**src/rtl/marquee_pkg.sv**
```systemverilog
// marquee_pkg: state encoding, mode constants and step counter width for marquee_ctrl
package marquee_pkg;
  typedef enum logic [1:0] {IDLE, LOAD, RUN, DONE} state_t;
  typedef enum logic [1:0] {M_ROL = 2'b00, M_ROR = 2'b01, M_FILL = 2'b10, M_BOUNCE = 2'b11} mode_t;
  localparam int STEP_W = 4;
endpackage

```
**src/rtl/tick_gen.sv**
```systemverilog
// tick_gen: shift-tick prescaler; tick fires one cycle ahead of the terminal count so a registered strobe lands on it
module tick_gen #(
  parameter int TICK_DIV = 100_000_000
) (
  input  logic clk,
  input  logic rst_n,
  input  logic clr,
  output logic tick
);
  localparam int W = $clog2(TICK_DIV);
  logic [W-1:0] cnt;
  always_ff @(posedge clk or negedge rst_n)
    if (!rst_n) cnt <= '0;
    else cnt <= (clr || cnt == W'(TICK_DIV - 1)) ? '0 : cnt + W'(1);
  assign tick = !clr && cnt == W'(TICK_DIV - 2);
endmodule

```
**src/rtl/marquee_ctrl.sv**
```systemverilog
// marquee_ctrl: shift-register sequencer (rotate/fill/bounce); bounce direction toggling needs MARQUEE_BOUNCE_EN, else mode 11 acts as rotate-left
module marquee_ctrl
  import marquee_pkg::*;
#(
  parameter int TICK_DIV = 100_000_000,
  parameter int STEPS    = 8
) (
  input  logic              clk,
  input  logic              rst_n,
  input  logic              start,
  input  logic              stop,
  input  logic [1:0]        mode,
  input  logic [7:0]        pattern,
  input  logic              fill_bit,
  output logic              load,
  output logic              shift_en,
  output logic              SL,
  output logic              sin,
  output logic              cycle,
  output logic [7:0]        pin,
  output logic              busy,
  output logic              done,
  output logic [STEP_W-1:0] step_cnt
);
  state_t state, nxt;
  mode_t mode_q, cap_mode, cur_mode;
  logic tick, clr, shift, fill_end, active;
`ifdef MARQUEE_BOUNCE_EN
  assign cap_mode = mode_t'(mode);
`else
  assign cap_mode = mode == M_BOUNCE ? M_ROL : mode_t'(mode);
`endif
  assign clr = state != RUN;
  tick_gen #(.TICK_DIV(TICK_DIV)) u_tick (.clk(clk), .rst_n(rst_n), .clr(clr), .tick(tick));
  assign fill_end = mode_q == M_FILL && step_cnt == STEP_W'(STEPS);
  always_comb begin
    nxt = state == IDLE ? (start ? LOAD : IDLE)
        : state == LOAD ? (stop ? DONE : RUN)
        : state == RUN  ? ((stop || fill_end) ? DONE : RUN)
        : IDLE;
    shift = state == RUN && nxt == RUN && tick;
    active = nxt == LOAD || nxt == RUN;
    cur_mode = state == IDLE ? cap_mode : mode_q;
  end
  always_ff @(posedge clk or negedge rst_n)
    if (!rst_n) begin
      state    <= IDLE;
      mode_q   <= M_ROL;
      load     <= 1'b0;
      shift_en <= 1'b0;
      busy     <= 1'b0;
      done     <= 1'b0;
      SL       <= 1'b1;
      sin      <= 1'b0;
      cycle    <= 1'b1;
      pin      <= '0;
      step_cnt <= '0;
    end else begin
      state    <= nxt;
      load     <= nxt == LOAD;
      shift_en <= shift;
      busy     <= active;
      done     <= nxt == DONE;
      sin      <= active && cur_mode == M_FILL && fill_bit;
      if (state == IDLE && start) begin
        mode_q <= cap_mode;
        pin    <= pattern;
        SL     <= cap_mode != M_ROR;
        cycle  <= cap_mode != M_FILL;
      end
      if (state == LOAD && nxt == RUN) step_cnt <= '0;
      else if (shift) step_cnt <= (mode_q != M_FILL && step_cnt == STEP_W'(STEPS - 1)) ? '0 : step_cnt + 1'b1;
`ifdef MARQUEE_BOUNCE_EN
      // flip after the wrapping shift so that shift itself still uses the old direction
      if (mode_q == M_BOUNCE && shift_en && step_cnt == '0) SL <= ~SL;
`endif
    end
endmodule

```
**config.mk**
```make
export PLATFORM = sky130hd
export DESIGN_NAME = marquee_ctrl
export DESIGN_NICKNAME = d
export VERILOG_FILES = /design/src/rtl/marquee_pkg.sv /design/src/rtl/tick_gen.sv /design/src/rtl/marquee_ctrl.sv
export SDC_FILE = /design/constraint.sdc
export NUM_CORES = 1
export LEC_CHECK = 0
export ABC_CLOCK_PERIOD_IN_PS = 3300
export CELL_PAD_IN_SITES_DETAIL_PLACEMENT = 0
export CELL_PAD_IN_SITES_GLOBAL_PLACEMENT = 2
export CORE_MARGIN = 2
export CORE_UTILIZATION = 40
export DETAILED_ROUTE_END_ITERATION = 10
export DONT_BUFFER_PORTS = 1
export GPL_ROUTABILITY_DRIVEN = 0
export PLACE_DENSITY_LB_ADDON = 0.1
export SYNTH_ARGS = -nofsm -noshare
export SYNTH_HDL_FRONTEND = slang
export SYNTH_SLANG_ARGS = --single-unit
```
**constraint.sdc**
```tcl
create_clock -name clk -period 3.3 [get_ports clk]
set_input_delay 0.66 -clock clk [delete_from_list [all_inputs] [get_ports clk]]
set_output_delay 0.66 -clock clk [all_outputs]
set_load 0.02 [all_outputs]
```
==> results of run 1 <==
[registers in the layout, summed over array words and instances (netlist names)]
| register | flops |
|---|---|
| sin | 1 |
| step_cnt | 4 |
| done | 1 |
| shift_en | 1 |
| cycle | 1 |
| u_tick.cnt | 27 |
| busy | 1 |
| mode_q | 2 |
| load | 1 |
| pin | 8 |
| SL | 1 |
| state | 2 |
[area by class of cell]
| cell class | instances | area, µm² | area share |
|---|---|---|---|
| clock buffers | 5 | 68.8 | 0.0252 |
| clock inverters | 3 | 47.5 | 0.0174 |
| inverters | 15 | 56.3 | 0.0206 |
| multi-input cells | 177 | 1190 | 0.437 |
| flip-flops and latches | 50 | 1250 | 0.459 |
| well taps | 77 | 96.3 | 0.0353 |
| repair buffers | 2 | 15.0 | 0.00550 |
[cells by family after synthesis]
family                   after synthesis  share of synthesized area
flip-flops                            50                      0.491
buffers and inverters                 24                     0.0417
XOR/XNOR                              11                     0.0377
multiplexers                          10                     0.0436
AND/OR/NAND/NOR                      101                      0.220
adder cells (fa/ha/maj)               10                     0.0490
AO/OA/AOI/OAI                         45                      0.117
[stage by stage]
step | hold slack, ps | power, mW
final | 31.7 | 1.75
after global routing | 8.19 | 1.86
after CTS | 16.5 | 1.79
after detailed placement | 366 | 1.33
after global placement | 366 | 1.32
after floorplan | 364 | 1.23
[synthesized netlist by cell type (2+ instances only)]
master and count:
and2_1 2, nor4_1 6, buf_6 2, nand2_1 21, nand3_1 13, dfrtp_1 48
and4_1 2, and3_1 4, nand4b_1 2, nor2_1 16, a31oi_1 3, mux2_2 9
clkbuf_1 5, ha_1 10, xor2_1 3, or3_1 6, dfstp_2 2, o31ai_1 13
a41oi_1 2, a21oi_1 17, inv_1 15, or4_1 14, o21ai_0 5, xnor2_1 8
nor3_1 4, nand4_1 4
[per-layer routing]
metal	GRT usage	wire (µm)	share of wire
met2	0.249	2420	0.45
met5	0	0	0
met3	0.0356	163	0.031
met1	0.228	2670	0.50
met4	0.0499	74	0.014
[worst max path at each step]
stage / end / slack (ps) / depth (start not counted)
detailed placement: step_cnt[3] / 910 / 9
global placement: step_cnt[3] / 930 / 9
floorplan: step_cnt[3] / 800 / 11
CTS: step_cnt[3] / 860 / 9
finish: step_cnt[3] / 890 / 9
global route: step_cnt[3] / 710 / 9
[layout by cell type (no fill, tap or decap), types with 3 or more instances in the layout]
cell type  instances
nor2_1            16
nor4_1             6
nand4_1            4
clkbuf_8           5
or4_1             14
o21ai_0            5
xnor2_1            8
mux2_2             9
nor3_1             4
nand3_1           13
and3_1             4
ha_1              10
o31ai_1           13
nand2_1           21
or3_1              6
dfrtp_1           48
a21oi_1           17
a31oi_1            3
xor2_1             3
inv_1             15
[power by group]
part | switching, mW | internal [mW] | total, mW | leakage (nW)
Sequential | 0.171 | 0.738 | 0.910 | 0.663
Clock | 0.222 | 0.230 | 0.452 | 0.0587
Combinational | 0.231 | 0.162 | 0.392 | 0.338
Total | 0.624 | 1.13 | 1.75 | 1.06
==> flow_metrics.py, run 1 <==
metrics = {
    "layout": {
        "final_nets": 276,
        "stdcell_area_um2": 2730,
        "diodes": 0,
        "area_growth_pct": 6.96,
        "fin_util": 0.435,
        "drive_gt1_frac": 0.0952,
        "fin_cells": 329,
        "fillerInstances": 607,
    },
    "setup_path": {
        "ff2ff_path_depth": 9,
        "cp_data_arrival_time_ps": 2650,
        "crit_top_cell": "ha_1",
        "crit_start": "step_cnt[0]",
        "criticalPathCategory": "reg2reg",
        "crit_buf_inv": 1,
        "critPathCaptureType": "register",
        "worst-path-max-fanout": 6,
        "slowest_delay_ps": 560,
        "reg2reg_to": "step_cnt[3]",
        "r2r_slack_ps": 890,
        "crit_chain": "inv_1 > ha_1 > a31oi_1 > o31a_1 > ha_1 > nand3_1 > or3_1 > nor4_2 > mux2i_1",
        "crit_slowest_cell": "dfrtp_1",
        "required_ps": 3540,
        "r2r-start": "step_cnt[0]",
        "crit_family": "simple AND/OR/NAND/NOR gates",
        "startpoint_type": "register",
    },
    "timing": {
        "tightest_slew_ps": 712,
        "slew_headroom": 0.521,
        "finalHoldViolCount": 0,
        "rsz0062_at_grt": "no",
        "min_period_over_period": 0.730,
        "setup_ws_ps": 892,
        "setup_viol": 0,
        "tns_ps": 0,
        "layout_min_cycle_time_ps": 2410,
        "slew_violations": 0,
        "max_freq_ghz": 0.415,
        "fin_skew_ps": 6.81,
    },
    "floorplanning": {
        "start_util": 0.407,
        "die_h_um": 83.9,
        "rows": 29,
        "dieArea_um2": 7040,
        "die-width_um": 83.9,
        "ioPinCount": 34,
        "core_um2": 6280,
    },
    "global_routing": {
        "first_global_vias": 1805,
        "globalRouteOverflowTotal": 0,
        "antenna_found_initial": 0,
        "grt_max_degree": 51,
        "grtUsageTotal": 0.162,
        "grt_pass1_wl_um": 9090,
    },
    "detailed_routing": {
        "routedWlPerCell_um": 16.2,
        "wirelength_um": 5320,
        "drt_iter0_drc": 56,
        "firstDrtPassIters": 4,
        "drcViolationCount": 0,
        "ant_nets": 0,
        "avgViaCountPerCell": 5.70,
        "vias": 1876,
    },
    "clock_network": {
        "postCtsSetupRepairBufs": 0,
        "worstSkewPairLatency_ps": 310,
        "numCtsBuffers": 5,
        "cts-root-buf": "clkbuf_8",
        "holdBufCountCts": 0,
        "cts-resized-gates": 0,
        "cts.sinks": 50,
        "cts_tree": "done",
        "path_clk_slew_ps": 100,
        "htree_num_levels": 2,
        "clockBufferDepth": 2,
    },
    "yosys": {
        "synth_enable_flop_cells": 0,
        "synth_top_area_share": 0.471,
        "syn_inst": 251,
        "async_reset_ff_frac": 1.00,
        "synthTopCellsByArea": "dfrtp_1 (47%), ha_1 (4.9%), or4_1 (4.1%)",
        "ys_types": 41,
        "mappedNetlistArea_um2": 2550,
        "syn_avg_cell_area_um2": 10.2,
        "synth_fp_nets": 276,
        "synth-seq-cells": 50,
        "ys.flop_type": "dfrtp_1",
        "synth-seq-area-share": 0.491,
        "synth_top_cell_by_area": "dfrtp_1",
        "synth_warnings": 0,
    },
    "flow_run": {
        "max_cap_viol_count": 0,
    },
    "status": {
        "status": "completed",
    },
    "min_path": {
        "hold_path.class": "in2async",
    },
    "place": {
        "pre_cts_ws_ps": 908,
        "port_buffers": 0,
        "placed_cells": 321,
        "hpwl_um": 3680,
        "post_dp_cell_area_um2": 2610,
    },
    "pwr": {
        "powerDensity_nw_per_um2": 643,
        "peakVddDrop_mv": 0.474,
        "leakage_nw": 1.06,
    },
}
Note: power is estimated with default switching activity, not from simulation.
==> inputs of run 2 (changes only) <==
Settings changed: ABC_CLOCK_PERIOD_IN_PS 3300 to 2050, CORE_UTILIZATION 40 to 36.
Clock period 3.3 ns to 2.05 ns, I/O delays scaled along.
==> run 2 against run 1 <==
The flow now finishes with violations (negative setup slack). Fmax is 16% higher. Clock power is 40% higher. Via count is 8.5% higher. Sequential share of layout area is 6.5 points lower. First-iteration DRC count is 16% higher. Largest power group unchanged. Setup slack worse by 920 ps. Final cell count is 19% higher. Total power is 75% higher. Combinational power grew to 2.5 times the previous value.
==> flow_metrics.py, run 2 (synthesis gave the netlist of run 1 again) <==
metrics = {
    "setup_path": {
        "startpoint_type": "register",
        "critPathCaptureType": "register",
        "criticalPathCategory": "reg2reg",
        "required_ps": 2300,
        "crit_chain": "inv_2 > ha_4 > nor3_1 > a31oi_1 > o31a_1 > ha_2 > nand3_2 > or3_4 > nor4_4 > mux2i_1",
        "cp_data_arrival_time_ps": 2330,
        "crit_slowest_cell": "dfrtp_1",
        "slowest_delay_ps": 400,
        "worst-path-max-fanout": 4,
    },
    "timing": {
        "slew_violations": 0,
        "max_freq_ghz": 0.481,
        "min_period_over_period": 1.01,
        "tightest_slew_ps": 490,
        "finalHoldViolCount": 0,
        "layout_min_cycle_time_ps": 2080,
        "rsz0062_at_grt": "yes",
        "slew_headroom": 0.671,
        "fin_skew_ps": 9.34,
        "setup_ws_ps": -29.8,
        "setup_viol": 2,
    },
    "global_routing": {
        "globalRouteOverflowTotal": 0,
        "grt_max_degree": 51,
        "antenna_found_initial": 0,
        "grt_pass1_wl_um": 9940,
        "grtUsageTotal": 0.164,
        "first_global_vias": 1985,
    },
    "layout": {
        "fillerInstances": 693,
        "stdcell_area_um2": 3180,
        "final_common_cell": "dfrtp_1",
        "largest_register_ffs": 27,
        "drive_gt1_frac": 0.276,
        "area_growth_pct": 24.8,
        "top_register": "u_tick.cnt",
        "multi_input_area_um2": 1270,
        "final_cell_mix": "dfrtp_1 (46), buf_4 (37), nand2_1 (19)",
        "seq_area_um2": 1260,
        "final_nets": 318,
        "diodes": 0,
        "top_regs": "u_tick.cnt x27, pin x8, step_cnt x4",
    },
    "clock_network": {
        "worstSkewPairLatency_ps": 320,
        "path_clk_slew_ps": 110,
        "htree_num_levels": 2,
        "cts-root-buf": "clkbuf_8",
        "numCtsBuffers": 5,
        "cts_tree": "done",
        "cts.sinks": 50,
        "clockBufferDepth": 2,
    },
    "pwr": {
        "powerDensity_nw_per_um2": 966,
        "finalPower_mw": 3.07,
        "leakage_nw": 1.30,
        "peakVddDrop_mv": 0.493,
    },
    "place": {
        "hpwl_um": 4220,
        "post_dp_cell_area_um2": 2940,
        "port_buffers": 0,
    },
    "floorplanning": {
        "rows": 30,
        "dieArea_um2": 7780,
        "ioPinCount": 34,
        "core_um2": 6830,
        "start_util": 0.374,
        "die-width_um": 88.2,
        "die_h_um": 88.2,
    },
    "detailed_routing": {
        "avgViaCountPerCell": 5.22,
        "firstDrtPassIters": 4,
        "wirelength_um": 6210,
        "ant_nets": 0,
        "routedWlPerCell_um": 15.9,
        "drcViolationCount": 0,
        "vias": 2035,
        "drt_iter0_drc": 65,
    },
    "flow_run": {
        "max_cap_viol_count": 0,
    },
    "min_path": {
        "hold_path.class": "in2reg",
    },
    "status": {
        "violations": "negative setup slack",
        "status": "complete, but fails checks",
    },
}
run 2: final cells by class:
class / instances / area share
sequential: 50 / 0.394
clock buffer: 5 / 0.0216
clock inverter: 3 / 0.00825
multi-input combinational: 177 / 0.398
timing repair buffer: 44 / 0.122
inverter: 15 / 0.0177
tap: 96 / 0.0377
run 2: report_power, final:
part / total (mW) / switching, mW / internal (mW)
registers: 1.46 / 0.268 / 1.19
clock network: 0.633 / 0.381 / 0.252
logic: 0.985 / 0.487 / 0.497
total: 3.07 / 1.14 / 1.94
run 2: per-layer routing:
layer  track usage  wire length, µm
met4        0.0455               59
met5             0                0
met3        0.0283              150
met1         0.245             3190
met2         0.244             2810
run 2: metrics by stage:
step	worst slack [ps]	utilization	std cells	TNS (ps)	hold WS, ps
finish	-29.8	0.466	390	-36.2	134
global route	-180	0.466	390	-732	129
CTS	-51.2	0.454	386	-132	127
detailed placement	-126	0.430	375	-469	116
global placement	-38.2	0.430	375	-40.4	116
floorplan	-22.5	-	251	-68.3	114
run 2: path summary, 6_finish.rpt:
check	cells after the start	end	start	slack, ps
setup / recovery	10	step_cnt[3]	state[1]	-30
hold / removal	1	cycle	start	130
setup reg to reg	10	step_cnt[3]	state[1]	-30
hold reg to reg	1	mode_q[0]	mode_q[0]	480
max in group asynchronous	2	cycle	rst_n	1160
min in group asynchronous	2	mode_q[1]	rst_n	630
run 2: critical path, delay by kind of cell, from the launching register on:
family                   cells  cell delay (ps)
AND/OR/NAND/NOR              4              650
flip-flops                   1              400
AO/OA/AOI/OAI                2              380
adder cells (fa/ha/maj)      2              300
multiplexers                 1              200
buffers and inverters        1               80
run 2: repair_timing:
| item | in CTS | in global routing |
|---|---|---|
| resized for setup | 6 | 9 |
| hold endpoints to repair | 50 | 0 |
| gates cloned | 0 | 3 |
| endpoints found under the setup margin | 5 | 28 |
| pin swaps | 1 | 3 |
| hold buffers | 2 | 0 |
| setup buffers | 1 | 1 |
